## config.mk

```make
export PLATFORM = sky130hd
export DESIGN_NAME = pc_sequencer
export DESIGN_NICKNAME = d
export VERILOG_FILES = /design/src/rtl/pc_sequencer.sv
export SDC_FILE = /design/constraint.sdc
export NUM_CORES = 1
export LEC_CHECK = 0
export BUFFER_PORTS_ARGS = -buffer_cell sky130_fd_sc_hd__buf_4
export CAP_MARGIN = 5
export CORE_MARGIN = 2
export CORE_UTILIZATION = 53
export DETAILED_ROUTE_END_ITERATION = 6
export PLACE_DENSITY = 0.86
export SLEW_MARGIN = 15
export SYNTH_ARGS = -nofsm -noshare
export SYNTH_HDL_FRONTEND = slang
export SYNTH_SLANG_ARGS = --single-unit
```

## constraint.sdc

```tcl
create_clock -name clk -period 4.6 [get_ports clk]
set_input_delay 0.69 -clock clk [delete_from_list [all_inputs] [get_ports clk]]
set_output_delay 0.69 -clock clk [all_outputs]
set_load 0.05 [all_outputs]
```

## src/rtl/pc_sequencer.sv

```systemverilog
// pc_sequencer: PC register and next-PC sequencing with stall hold, syscall HALT/resume and perf counters; PC_IRQ_EN adds irq/eret/epc.
module pc_sequencer #(
    parameter int ADDR_BITS = 32,
    parameter logic [ADDR_BITS-1:0] RESET_PC = '0
`ifdef PC_IRQ_EN
    ,
    parameter logic [ADDR_BITS-1:0] IRQ_VECTOR = ADDR_BITS'(32'h0000_0800)
`endif
) (
    input  logic                 clk,
    input  logic                 rst,
    input  logic                 stall,
    input  logic                 halt,
    input  logic                 go,
`ifdef PC_IRQ_EN
    input  logic                 irq,
    input  logic                 eret,
    output logic [ADDR_BITS-1:0] epc,
`endif
    input  logic                 Jmp,
    input  logic                 Jr,
    input  logic                 pcsel,
    input  logic [15:0]          imm_16,
    input  logic [25:0]          imm_26,
    input  logic [ADDR_BITS-1:0] regfile_out1,
    output logic [ADDR_BITS-1:0] pc,
    output logic [ADDR_BITS-1:0] pc_plus4,
    output logic                 halted,
    output logic [31:0]          cycle_cnt,
    output logic [31:0]          redirect_cnt
);
    typedef enum logic [1:0] {RUN, STALL, HALT} state_t;
    state_t state;
    logic [ADDR_BITS-1:0] jmp_target, br_target, next_pc;
    logic redirect;
`ifdef PC_IRQ_EN
    logic ie;
`endif
    assign pc_plus4   = pc + ADDR_BITS'(4);
    assign jmp_target = {pc_plus4[ADDR_BITS-1:28], imm_26, 2'b00};
    assign br_target  = pc_plus4 + ({{(ADDR_BITS-16){imm_16[15]}}, imm_16} << 2);
    assign next_pc    = Jr ? regfile_out1 : Jmp ? jmp_target : pcsel ? br_target : pc_plus4;
    assign redirect   = Jr | Jmp | pcsel;
    // STALL evaluates exactly like RUN once stall drops; HALT ignores everything but go
    always_ff @(posedge clk) begin
        if (rst) begin
            pc           <= RESET_PC;
            state        <= RUN;
            halted       <= 1'b0;
            cycle_cnt    <= '0;
            redirect_cnt <= '0;
`ifdef PC_IRQ_EN
            ie           <= 1'b1;
            epc          <= '0;
`endif
        end else begin
            if (state != HALT)
                cycle_cnt <= cycle_cnt + 32'd1;
            if (state == HALT) begin
                if (go) begin
                    pc     <= pc_plus4;
                    state  <= RUN;
                    halted <= 1'b0;
                end
            end else if (stall) begin
                state <= STALL;
            end
`ifdef PC_IRQ_EN
            else if (irq && ie) begin
                epc          <= next_pc;
                pc           <= IRQ_VECTOR;
                ie           <= 1'b0;
                state        <= RUN;
                redirect_cnt <= redirect_cnt + 32'd1;
            end else if (eret) begin
                pc           <= epc;
                ie           <= 1'b1;
                state        <= RUN;
                redirect_cnt <= redirect_cnt + 32'd1;
            end
`endif
            else if (halt) begin
                state  <= HALT;
                halted <= 1'b1;
            end else begin
                pc    <= next_pc;
                state <= RUN;
                if (redirect)
                    redirect_cnt <= redirect_cnt + 32'd1;
            end
        end
    end
endmodule
```

==> results.json, run 1 <==
{
  "yosys.area_share.xor_xnor_pct": 12.6,
  "drt_iter0_markers": 673,
  "num_antenna_cells": 0,
  "synthSimpleGateAreaFrac_pct": 26.3,
  "drive_above_1_share_pct": 22.6,
  "worst_ep_arrival_time_ns": 4.28,
  "synthArstFlopShare_pct": 0,
  "gp_congestion": 1.08,
  "busiest_layer": "met2",
  "cts-htree-levels": 3,
  "ys_warn_count": 0,
  "p_leak_nw": 4.08,
  "clk-insertion-delay-late_ns": 0.36,
  "crit_required_ns": 4.86,
  "ctsHoldBuffers": 0,
  "clock_path_buffers": 2,
  "outcome": "complete, no violations",
  "synth_area_sq_mm": 0.00726,
  "pre_cts_ws_ns": 0.792,
  "synthesis.nets": 1071,
  "drt-total-wl_um": 25600,
  "grt_antenna_before_repair": 0,
  "drc": 0,
  "ioPinCount": 211,
  "cts_buffers": 9,
  "finalMaxSlewViolations": 0,
  "cp_slowest_stage_delay_ns": 0.70,
  "tightest_slew_ns": 1.30,
  "fin_tns_setup_ns": 0,
  "portBuffers": 210,
  "slowest_stage": "a2111oi_0",
  "timing.final.crit_period_ns": 4.02,
  "grt_max_degree": 65,
  "end_kind": "register",
  "cpMostUsedCell": "ha_1",
  "vdd_ir_drop_max_v": 0.000230,
  "setup_viol": 0,
  "synth_flop_cell": "dfxtp_1",
  "nets": 1257,
  "syn_area_per_cell_sq_um": 7.65,
  "dr_total_vias": 8073,
  "met1_usage_pct": 43.7,
  "synth_compound_area_share_pct": 23.0,
  "drv_cap": 0,
  "synth_edf_count": 0,
  "timing.slew.headroom_pct": 12.4,
  "clock-sinks": 99,
  "clkTransAtPathRegs_ns": 0.07,
  "worstSetupStartpointType": "register",
  "pwr_density_cell_mw_per_mm2": 280,
  "crit_fanout": 8,
  "cts_tree": "done",
  "fin_worst_skew_ns": 0.00858,
  "die_w_um": 121,
  "fmax_ghz": 0.249,
  "p_total_mw": 2.59,
  "grt_pass1_vias": 7547,
  "synth_seq_cells": 99,
  "drt.antenna.violating_nets": 0,
  "cts_setup_buffers": 0,
  "rsz0062_at_grt": "false",
  "grt_pass1_wl_um": 39600,
  "synth_cell_type_count": 72,
  "cts_root_buffer": "clkbuf_16",
  "synthAdderAreaFrac_pct": 6.82,
  "use_met2_pct": 54.9,
  "grt.total_usage_pct": 34.3,
  "fin_ws_ns": 0.584,
  "critPathKind": "register to register",
  "finalHoldViolCount": 0,
  "vias_per_cell": 6.13,
  "synth_top_family_by_area": "simple AND/OR/NAND/NOR gates",
  "rows": 42,
  "grt_util_met3_pct": 7.85,
  "synth_cells": 950,
  "ctsResizeCount": 0,
  "core_area_sq_mm": 0.0133,
  "die_area_sq_mm": 0.0147,
  "crit_path_cell_trace": "ha_1, nand3_1, xnor2_1, ha_1, a21oi_1, o211ai_1, a2111oi_0, o41a_1, o21ai_1, a31oi_1, xor2_1, a311oi_1",
  "synth.mux.area_fraction_pct": 0.551,
  "min-delay-path-class": "register to register",
  "grt_overflow": 0,
  "die_h_um": 121,
  "dp_hpwl_um": 18900,
  "dr.pass1.iters": 6,
  "yosysSeqAreaShare_pct": 27.3,
  "drt-wirelength-per-cell_um": 19.5,
  "syn_to_final_growth_pct": 27.4,
  "initial_core_util_pct": 54.6,
  "fin_crit_sh_pct": 87.3
}
==> state kept, by name, indices dropped and copies added (netlist names) <==
register,flops
cycle_cnt,32
halted,1
pc,32
redirect_cnt,32
state,2
==> cell type report <==
| cell class | instances | area, sq um |
|---|---|---|
| clock buffers | 9 | 225 |
| inverters | 18 | 67.6 |
| multi-input cells | 787 | 5030 |
| well taps | 176 | 220 |
| clock inverters | 7 | 68.8 |
| repair buffers | 221 | 1660 |
| fillers | 1165 | 4040 |
| flip-flops and latches | 99 | 1980 |
==> cell usage in the layout (no fill, tap or decap), drive strengths merged, types with 4 or more instances in the layout <==
cell / n
o22ai: 9
a211oi: 10
and3: 24
xor2: 57
nand3: 45
o21ai: 53
nand2b: 11
o211ai: 8
a31oi: 8
or2: 5
a211o: 4
and4: 11
and2: 4
a21oi: 74
dfxtp: 99
ha: 38
xnor2: 45
nor4: 7
o21a: 7
nand2: 85
a22o: 5
nand4: 24
a22oi: 9
or3: 12
buf: 221
clkinv: 4
a2111oi: 4
clkbuf: 9
nor2b: 6
a21o: 27
nor3: 28
nand3b: 6
o221ai: 7
inv: 20
nor2: 115
mux2i: 4
==> through the flow <==
stage | std cells | hold slack (ns) | cell area (sq um) | utilization (%)
6_report | 1317 | 0.475 | 9260 | 69.6
5_1_grt | 1317 | 0.501 | 9260 | 69.6
4_1_cts | 1317 | 0.473 | 9260 | 69.6
3_5_place_dp | 1301 | 0.463 | 8960 | 67.4
3_3_place_gp | 1301 | 0.448 | 8960 | 67.4
2_1_floorplan | 950 | 0.673 | 7260 | -
==> cells in the mapped netlist (3+ instances only) <==
master     instances  area (sq um)
a211oi_1          10          75.1
o221ai_1           7          61.3
and3_1            23           144
clkbuf_1          38           143
xor2_1            57           499
nor2_1           115           432
a221oi_1           3          26.3
buf_1              4          15.0
or2_2              4          25.0
o21a_1             7          52.6
o22ai_1            9          56.3
nand3_1           43           215
a21oi_1           74           370
nor3_1            28           140
a2111oi_0          4          35.0
nand2_1           85           319
and4_1            10          87.6
o21ai_0           52           260
o21bai_1           3          22.5
dfxtp_1           99          1980
xnor2_1           44           385
mux2i_1            4          40.0
and2_1             3          18.8
a22oi_1            9          67.6
a211o_1            4          35.0
nor2b_1            6          37.5
o211ai_1           7          52.6
ha_1              38           475
a21o_1            27           203
nand2b_1          11          68.8
nor4_1             6          37.5
o31ai_1            3          22.5
inv_1             17          63.8
nand4_1           24           150
nand3b_1           6          45.0
a22o_1             5          43.8
a31oi_1            8          50.1
or3_1             10          62.6
==> path summary, 6_finish.rpt <==
path	startpoint	endpoint	slack (ns)	cells past startpoint
worst max register to register	pc[2]$_SDFFE_PP0P_	pc[28]$_SDFFE_PP0P_	0.58	12
worst min register to register	halted$_SDFFE_PP0P_	halted$_SDFFE_PP0P_	0.47	2
worst min-delay path	halted$_SDFFE_PP0P_	halted$_SDFFE_PP0P_	0.47	2
worst max-delay path	pc[2]$_SDFFE_PP0P_	pc[28]$_SDFFE_PP0P_	0.58	12
==> power breakdown <==
group | internal, mW | switching, mW | total (mW)
combinational | 0.312 | 0.570 | 0.882
clock | 0.382 | 0.397 | 0.779
sequential | 0.886 | 0.0449 | 0.931
==> metal layers <==
| layer | routed length (um) | vias up |
|---|---|---|
| met1 | 10400 | 3724 |
| li1 | - | 3823 |
| met5 | 0 | - |
| met2 | 11500 | 430 |
| met4 | 1180 | 0 |
| met3 | 2520 | 96 |
==> cells by family after synthesis <==
family | Yosys count
AND/OR/NAND/NOR | 385
AO/OA/AOI/OAI | 257
XOR/XNOR | 102
buffers and inverters | 64
multiplexers | 4
flip-flops | 99
adder cells (fa/ha/maj) | 39
==> worst max-delay path: cells and delay by family (launching register included) <==
| family | cells | cell delay [ns] |
|---|---|---|
| flops | 1 | 0.39 |
| compound gates | 7 | 2.22 |
| xor+xnor | 2 | 0.44 |
| fa+ha+maj | 2 | 0.72 |
| simple gates | 1 | 0.15 |
(Power assumes the default switching activity.)
==> run 2, diff against run 1 <==
==> constraint.sdc (replaced) <==
create_clock -name clk -period 4.6 [get_ports clk]
set_input_delay 0.69 -clock clk [delete_from_list [all_inputs] [get_ports clk]]
set_output_delay 0.69 -clock clk [all_outputs]
set_load 0.1 [all_outputs]
==> run 2 against run 1 <==
Against the previous run:
- the flow now finishes with violations (design-rule violations)
- count of clock-buffer cells in the layout unchanged
- non-clock buffer count shrank 1
- clock skew up 0.0053 ns
- cell count hardly changed
- clock power rose by 7.6%
- sequential cell count is the same
- first-iteration DRC count increased by 9.7%
- critical path type unchanged
- largest power group is now combinational cells
==> results.json, run 2 (synthesis gave the netlist of run 1 again) <==
{
  "worstReg2RegEnd": "pc[28]$_SDFFE_PP0P_",
  "cp_slowest_stage_delay_ns": 0.67,
  "fin_tns_setup_ns": 0,
  "worstSetupStartpointType": "register",
  "slowest_stage": "a2111oi_0",
  "vdd_ir_drop_max_v": 0.000285,
  "r2r-start": "pc[2]$_SDFFE_PP0P_",
  "p_total_mw": 2.86,
  "drt.antenna.violating_nets": 0,
  "clk-insertion-delay-late_ns": 0.36,
  "top_regs": "cycle_cnt: 32 flops, pc: 32 flops, redirect_cnt: 32 flops",
  "clock-sinks": 99,
  "fin_hold_ws_ns": 0.489,
  "dp_hpwl_um": 18600,
  "grt_antenna_before_repair": 0,
  "dp.cells": 1300,
  "p_leak_nw": 4.27,
  "dr_total_vias": 8118,
  "cts-htree-levels": 3,
  "holdCritStartpoint": "halted$_SDFFE_PP0P_",
  "portBuffers": 210,
  "num_antenna_cells": 0,
  "die_area_sq_mm": 0.0147,
  "finalMaxSlewViolations": 0,
  "initial_core_util_pct": 54.6,
  "vias_per_cell": 6.17,
  "stdcell_area_sq_mm": 0.00955,
  "tightest_slew_ns": 1.18,
  "drc": 1,
  "drv_cap": 0,
  "crit_required_ns": 4.79,
  "critPathKind": "register to register",
  "hold_path_end": "halted$_SDFFE_PP0P_",
  "setup.worst_path.start": "pc[2]$_SDFFE_PP0P_",
  "violations": "design-rule violations",
  "finalHoldViolCount": 0,
  "gp_congestion": 0.973,
  "setup_viol": 0,
  "reg2reg_depth": 12,
  "timing.slew.headroom_pct": 20.5,
  "crit_path_cell_trace": "ha_1, nand3_1, xnor2_4, ha_1, a21oi_1, o211ai_1, a2111oi_0, o41a_1, o21ai_1, a31oi_1, xor2_1, a311oi_1",
  "n_fill_cell": 1081,
  "r2r_slack_ns": 0.73,
  "pwr_density_cell_mw_per_mm2": 300,
  "drt-wirelength-per-cell_um": 19.0,
  "outcome": "finished, violations left",
  "drive_above_1_share_pct": 26.4,
  "ioPinCount": 211,
  "clkTransAtPathRegs_ns": 0.08,
  "grt_pass1_vias": 7672,
  "grt_max_degree": 76,
  "nets": 1256,
  "grt_overflow": 0,
  "ctsResizeCount": 0,
  "fmax_ghz": 0.259,
  "syn_to_final_growth_pct": 31.5,
  "worst_ep_arrival_time_ns": 4.06,
  "timing.final.crit_period_ns": 3.87,
  "layout_common_cells": "buf_4, nor2_1, nand2_1, dfxtp_1, a21oi_1",
  "final_common_cell": "buf_4",
  "die_w_um": 121,
  "die_h_um": 121,
  "core_area_sq_mm": 0.0133,
  "cts_setup_buffers": 0,
  "rsz0062_at_grt": "false",
  "cpMostUsedCell": "ha_1",
  "drt-total-wl_um": 24900,
  "final_cell_count_no_fill": 1316,
  "placed_cell_area_sq_mm": 0.00922,
  "fin_worst_skew_ns": 0.0139,
  "end_kind": "register",
  "rows": 42,
  "fin_crit_sh_pct": 84.1,
  "min-delay-path-class": "register to register",
  "grt_pass1_wl_um": 38900,
  "cts_buffers": 9,
  "crit_fanout": 8,
  "cts_tree": "done",
  "dr.pass1.iters": 7,
  "min_path_cells": 2,
  "ctsHoldBuffers": 0,
  "cts_root_buffer": "clkbuf_16",
  "grt.total_usage_pct": 33.8,
  "clock_path_buffers": 2,
  "drt_iter0_markers": 738
}
## run 2: cell types whose count changed in the layout (fill, tap and decap cells not counted), sizes merged
cell	delta
buf	-1
bufinv	+1
clkinv	-1
clkinvlp	-1
inv	+1
## run 2: routing by layer
metal	share of wire [%]	GRT usage, %	wire length, um
met5	0	0	0
met4	4.2	15.3	1040
met3	9.6	7.33	2400
met2	46	54.1	11400
met1	41	43.4	10100
## run 2: power by group
part | internal, mW | total [mW] | leakage (nW) | switching [mW]
Sequential | 0.889 | 0.944 | 0.810 | 0.0544
Combinational | 0.323 | 1.08 | 3.30 | 0.756
Clock | 0.442 | 0.838 | 0.158 | 0.396
## run 2: cell type report
cell class	count	area, sq um	area share (%)
multi-input cells	787	5280	55.3
clock buffers	9	225	2.36
inverters	18	67.6	0.708
clock inverters	7	100	1.05
flip-flops and latches	99	2000	21.0
repair buffers	220	1650	17.3
well taps	176	220	2.31
## run 2: how the worst max path moves through the flow
stage | end | slack, ns | cells past startpoint
2_1_floorplan | pc[14]$_SDFFE_PP0P_ | 0.05 | 14
3_3_place_gp | pc[28]$_SDFFE_PP0P_ | 0.93 | 12
5_1_grt | pc[28]$_SDFFE_PP0P_ | 0.44 | 12
6_report | pc[28]$_SDFFE_PP0P_ | 0.73 | 12
3_5_place_dp | pc[28]$_SDFFE_PP0P_ | 0.86 | 12
4_1_cts | pc[28]$_SDFFE_PP0P_ | 0.81 | 12
## run 2: worst max-delay path: cells and delay by family (launching register included)
family | cells | cell delay, ns
AO/OA/AOI/OAI | 7 | 2.05
XOR/XNOR | 2 | 0.37
adder cells (fa/ha/maj) | 2 | 0.71
flip-flops | 1 | 0.36
AND/OR/NAND/NOR | 1 | 0.24
## run 2: metrics by stage
step | util, % | setup slack (ns)
floorplan | - | 0.0488
global placement | 69.4 | 0.934
detailed placement | 69.4 | 0.860
CTS | 71.8 | 0.813
global route | 71.8 | 0.443
finish | 71.8 | 0.732
==> run 3, diff against run 2 <==
- CORE_UTILIZATION: 53 -> 48
- PLACE_DENSITY: 0.86 -> 0.83
- clock period: 4.6 -> 3.51 ns (I/O delays scaled with it)
==> run 3 against run 2 <==
Against the previous run:
- combinational power increased by 42%
- routed wire length increased by 7.0%
- largest cell class unchanged
- highest routed layer unchanged
- sequential cell count unchanged
- the run now ends clean
==> results.json, run 3 (synthesis gave the netlist of run 1 again) <==
{
  "switching_share_pct": 42.3,
  "nets": 1281,
  "fmax_ghz": 0.297,
  "gp_congestion": 0.966,
  "ioPinCount": 211,
  "setup_viol": 0,
  "worstReg2RegEnd": "pc[14]$_SDFFE_PP0P_",
  "dr.pass1.iters": 5,
  "drt.antenna.violating_nets": 0,
  "layout_common_cells": "buf_4, nor2_1, nand2_1, dfxtp_1, a21oi_1",
  "p_sw_mw": 1.64,
  "crit_fanout": 6,
  "r2r_slack_ns": 0.14,
  "drt-total-wl_um": 26700,
  "drive_above_1_share_pct": 31.9,
  "num_antenna_cells": 0,
  "rsz0062_at_grt": "true",
  "dr_total_vias": 8207,
  "worstSetupStartpointType": "register",
  "timing.slew.headroom_pct": 30.5,
  "cts_buffers": 9,
  "drt_iter0_markers": 628,
  "cts_root_buffer": "clkbuf_16",
  "seqPwrFrac_pct": 32.3,
  "internal_power_mw": 2.23,
  "min-delay-path-class": "primary input to register",
  "ctsHoldBuffers": 0,
  "timing.final.crit_period_ns": 3.37,
  "r2r-start": "pc[8]$_SDFFE_PP0P_",
  "vdd_ir_drop_max_v": 0.000212,
  "die_h_um": 127,
  "final_cell_count_no_fill": 1349,
  "pwr_density_cell_mw_per_mm2": 375,
  "clock_path_buffers": 2,
  "dp_hpwl_um": 19900,
  "drv_cap": 0,
  "grt_pass1_vias": 7811,
  "final_common_cell": "buf_4",
  "die_w_um": 127,
  "cts-htree-levels": 3,
  "p_leak_nw": 4.45,
  "finalHoldViolCount": 0,
  "outcome": "complete, no violations",
  "fin_crit_sh_pct": 95.9,
  "power_frac_comb_pct": 39.4,
  "min_path_cells": 3,
  "grt_max_degree": 76,
  "clock-sinks": 99,
  "post-route-util_pct": 70.5,
  "rows": 44,
  "critPathKind": "register to register",
  "initial_core_util_pct": 49.6,
  "cts_tree": "done",
  "worst_ep_arrival_time_ns": 3.62,
  "holdCritStartpoint": "regfile_out1[1]",
  "vias_per_cell": 6.08,
  "drc": 0,
  "crit_required_ns": 3.77,
  "clkTransAtPathRegs_ns": 0.09,
  "end_kind": "register",
  "grt_overflow": 0,
  "syn_to_final_growth_pct": 42.1,
  "drt-wirelength-per-cell_um": 19.8,
  "portBuffers": 210,
  "die_area_sq_mm": 0.0161,
  "core_area_sq_mm": 0.0146,
  "reg2reg_depth": 14,
  "finalMaxSlewViolations": 0,
  "tightest_slew_ns": 1.04,
  "power_frac_clock_pct": 28.3,
  "grt.total_usage_pct": 32.4,
  "top_regs": "cycle_cnt: 32 flops, pc: 32 flops, redirect_cnt: 32 flops",
  "grt_antenna_before_repair": 0,
  "grt_pass1_wl_um": 41400,
  "dp.cells": 1331,
  "clk-insertion-delay-late_ns": 0.37,
  "hold_path_end": "pc[1]$_SDFFE_PP0P_",
  "fin_worst_skew_ns": 0.0166
}
## run 3: power groups by stage
stage	registers (mW)	clock network, mW	logic [mW]
global placement	1.27	0	1.49
CTS	1.25	1.10	1.50
finish	1.25	1.10	1.53
floorplan	1.53	0	0.847
global route	1.26	1.14	1.60
detailed placement	1.27	0	1.49
## run 3: layer usage
metal  vias up  part of all wire (%)  track usage (%)
met5         -                     0             2.48
met4         0                   3.7             13.0
met3        76                   8.6             7.96
met2       372                    46             51.3
met1      3872                    42             42.4
li1       3887                     -                -
## run 3: final cells by class
cell class | instances | area, sq um
Multi-Input combinational cell | 787 | 5790
Fill cell | 1195 | 4320
Sequential cell | 99 | 2070
Timing Repair Buffer | 245 | 1850
Tap cell | 184 | 230
Clock buffer | 9 | 225
Clock inverter | 7 | 90.1
Inverter | 18 | 67.6
## run 3: worst max-delay path by stage
stage,from,to,slack (ns)
3_3_place_gp,pc[2]$_SDFFE_PP0P_,pc[18]$_SDFFE_PP0P_,0.004
3_5_place_dp,pc[2]$_SDFFE_PP0P_,pc[18]$_SDFFE_PP0P_,0.02
6_report,pc[8]$_SDFFE_PP0P_,pc[14]$_SDFFE_PP0P_,0.14
4_1_cts,pc[2]$_SDFFE_PP0P_,pc[18]$_SDFFE_PP0P_,0.01
2_1_floorplan,pc[16]$_SDFFE_PP0P_,pc[27]$_SDFFE_PP0P_,-0.25
5_1_grt,pc[7]$_SDFFE_PP0P_,pc[14]$_SDFFE_PP0P_,-0.01
## run 3: through the flow
step	hold WS, ns	instance area (sq um)	setup TNS [ns]	worst slack, ns	total power [mW]
6_report	0.437	10300	0	0.144	3.87
5_1_grt	0.453	10300	-0.0264	-0.0144	4.00
4_1_cts	0.434	10200	0	0.0107	3.85
3_5_place_dp	0.452	9930	0	0.0193	2.76
3_3_place_gp	0.445	9930	0	0.00356	2.76
2_1_floorplan	0.636	8100	-2.08	-0.246	2.38
## run 3: what timing repair did
item | CTS | global route
endpoints found under the setup margin | 0 | 15
resized for setup | 0 | 10
buffers inserted | 0 | 2
hold endpoints to repair | 0 | 0
## run 3: worst max-delay path, stage by stage, from the launching register on
cell and delay [ns]:
dfxtp_4 0.41, and4_4 0.29, nand3_4 0.12, buf_4 0.20, nor2_4 0.13, xor2_4 0.23, ha_1 0.29, and4_1 0.22
a21oi_1 0.22, o21ai_2 0.14, or2_4 0.25, xor2_1 0.14, a211o_1 0.27, a221oi_1 0.25, o21ai_0 0.10
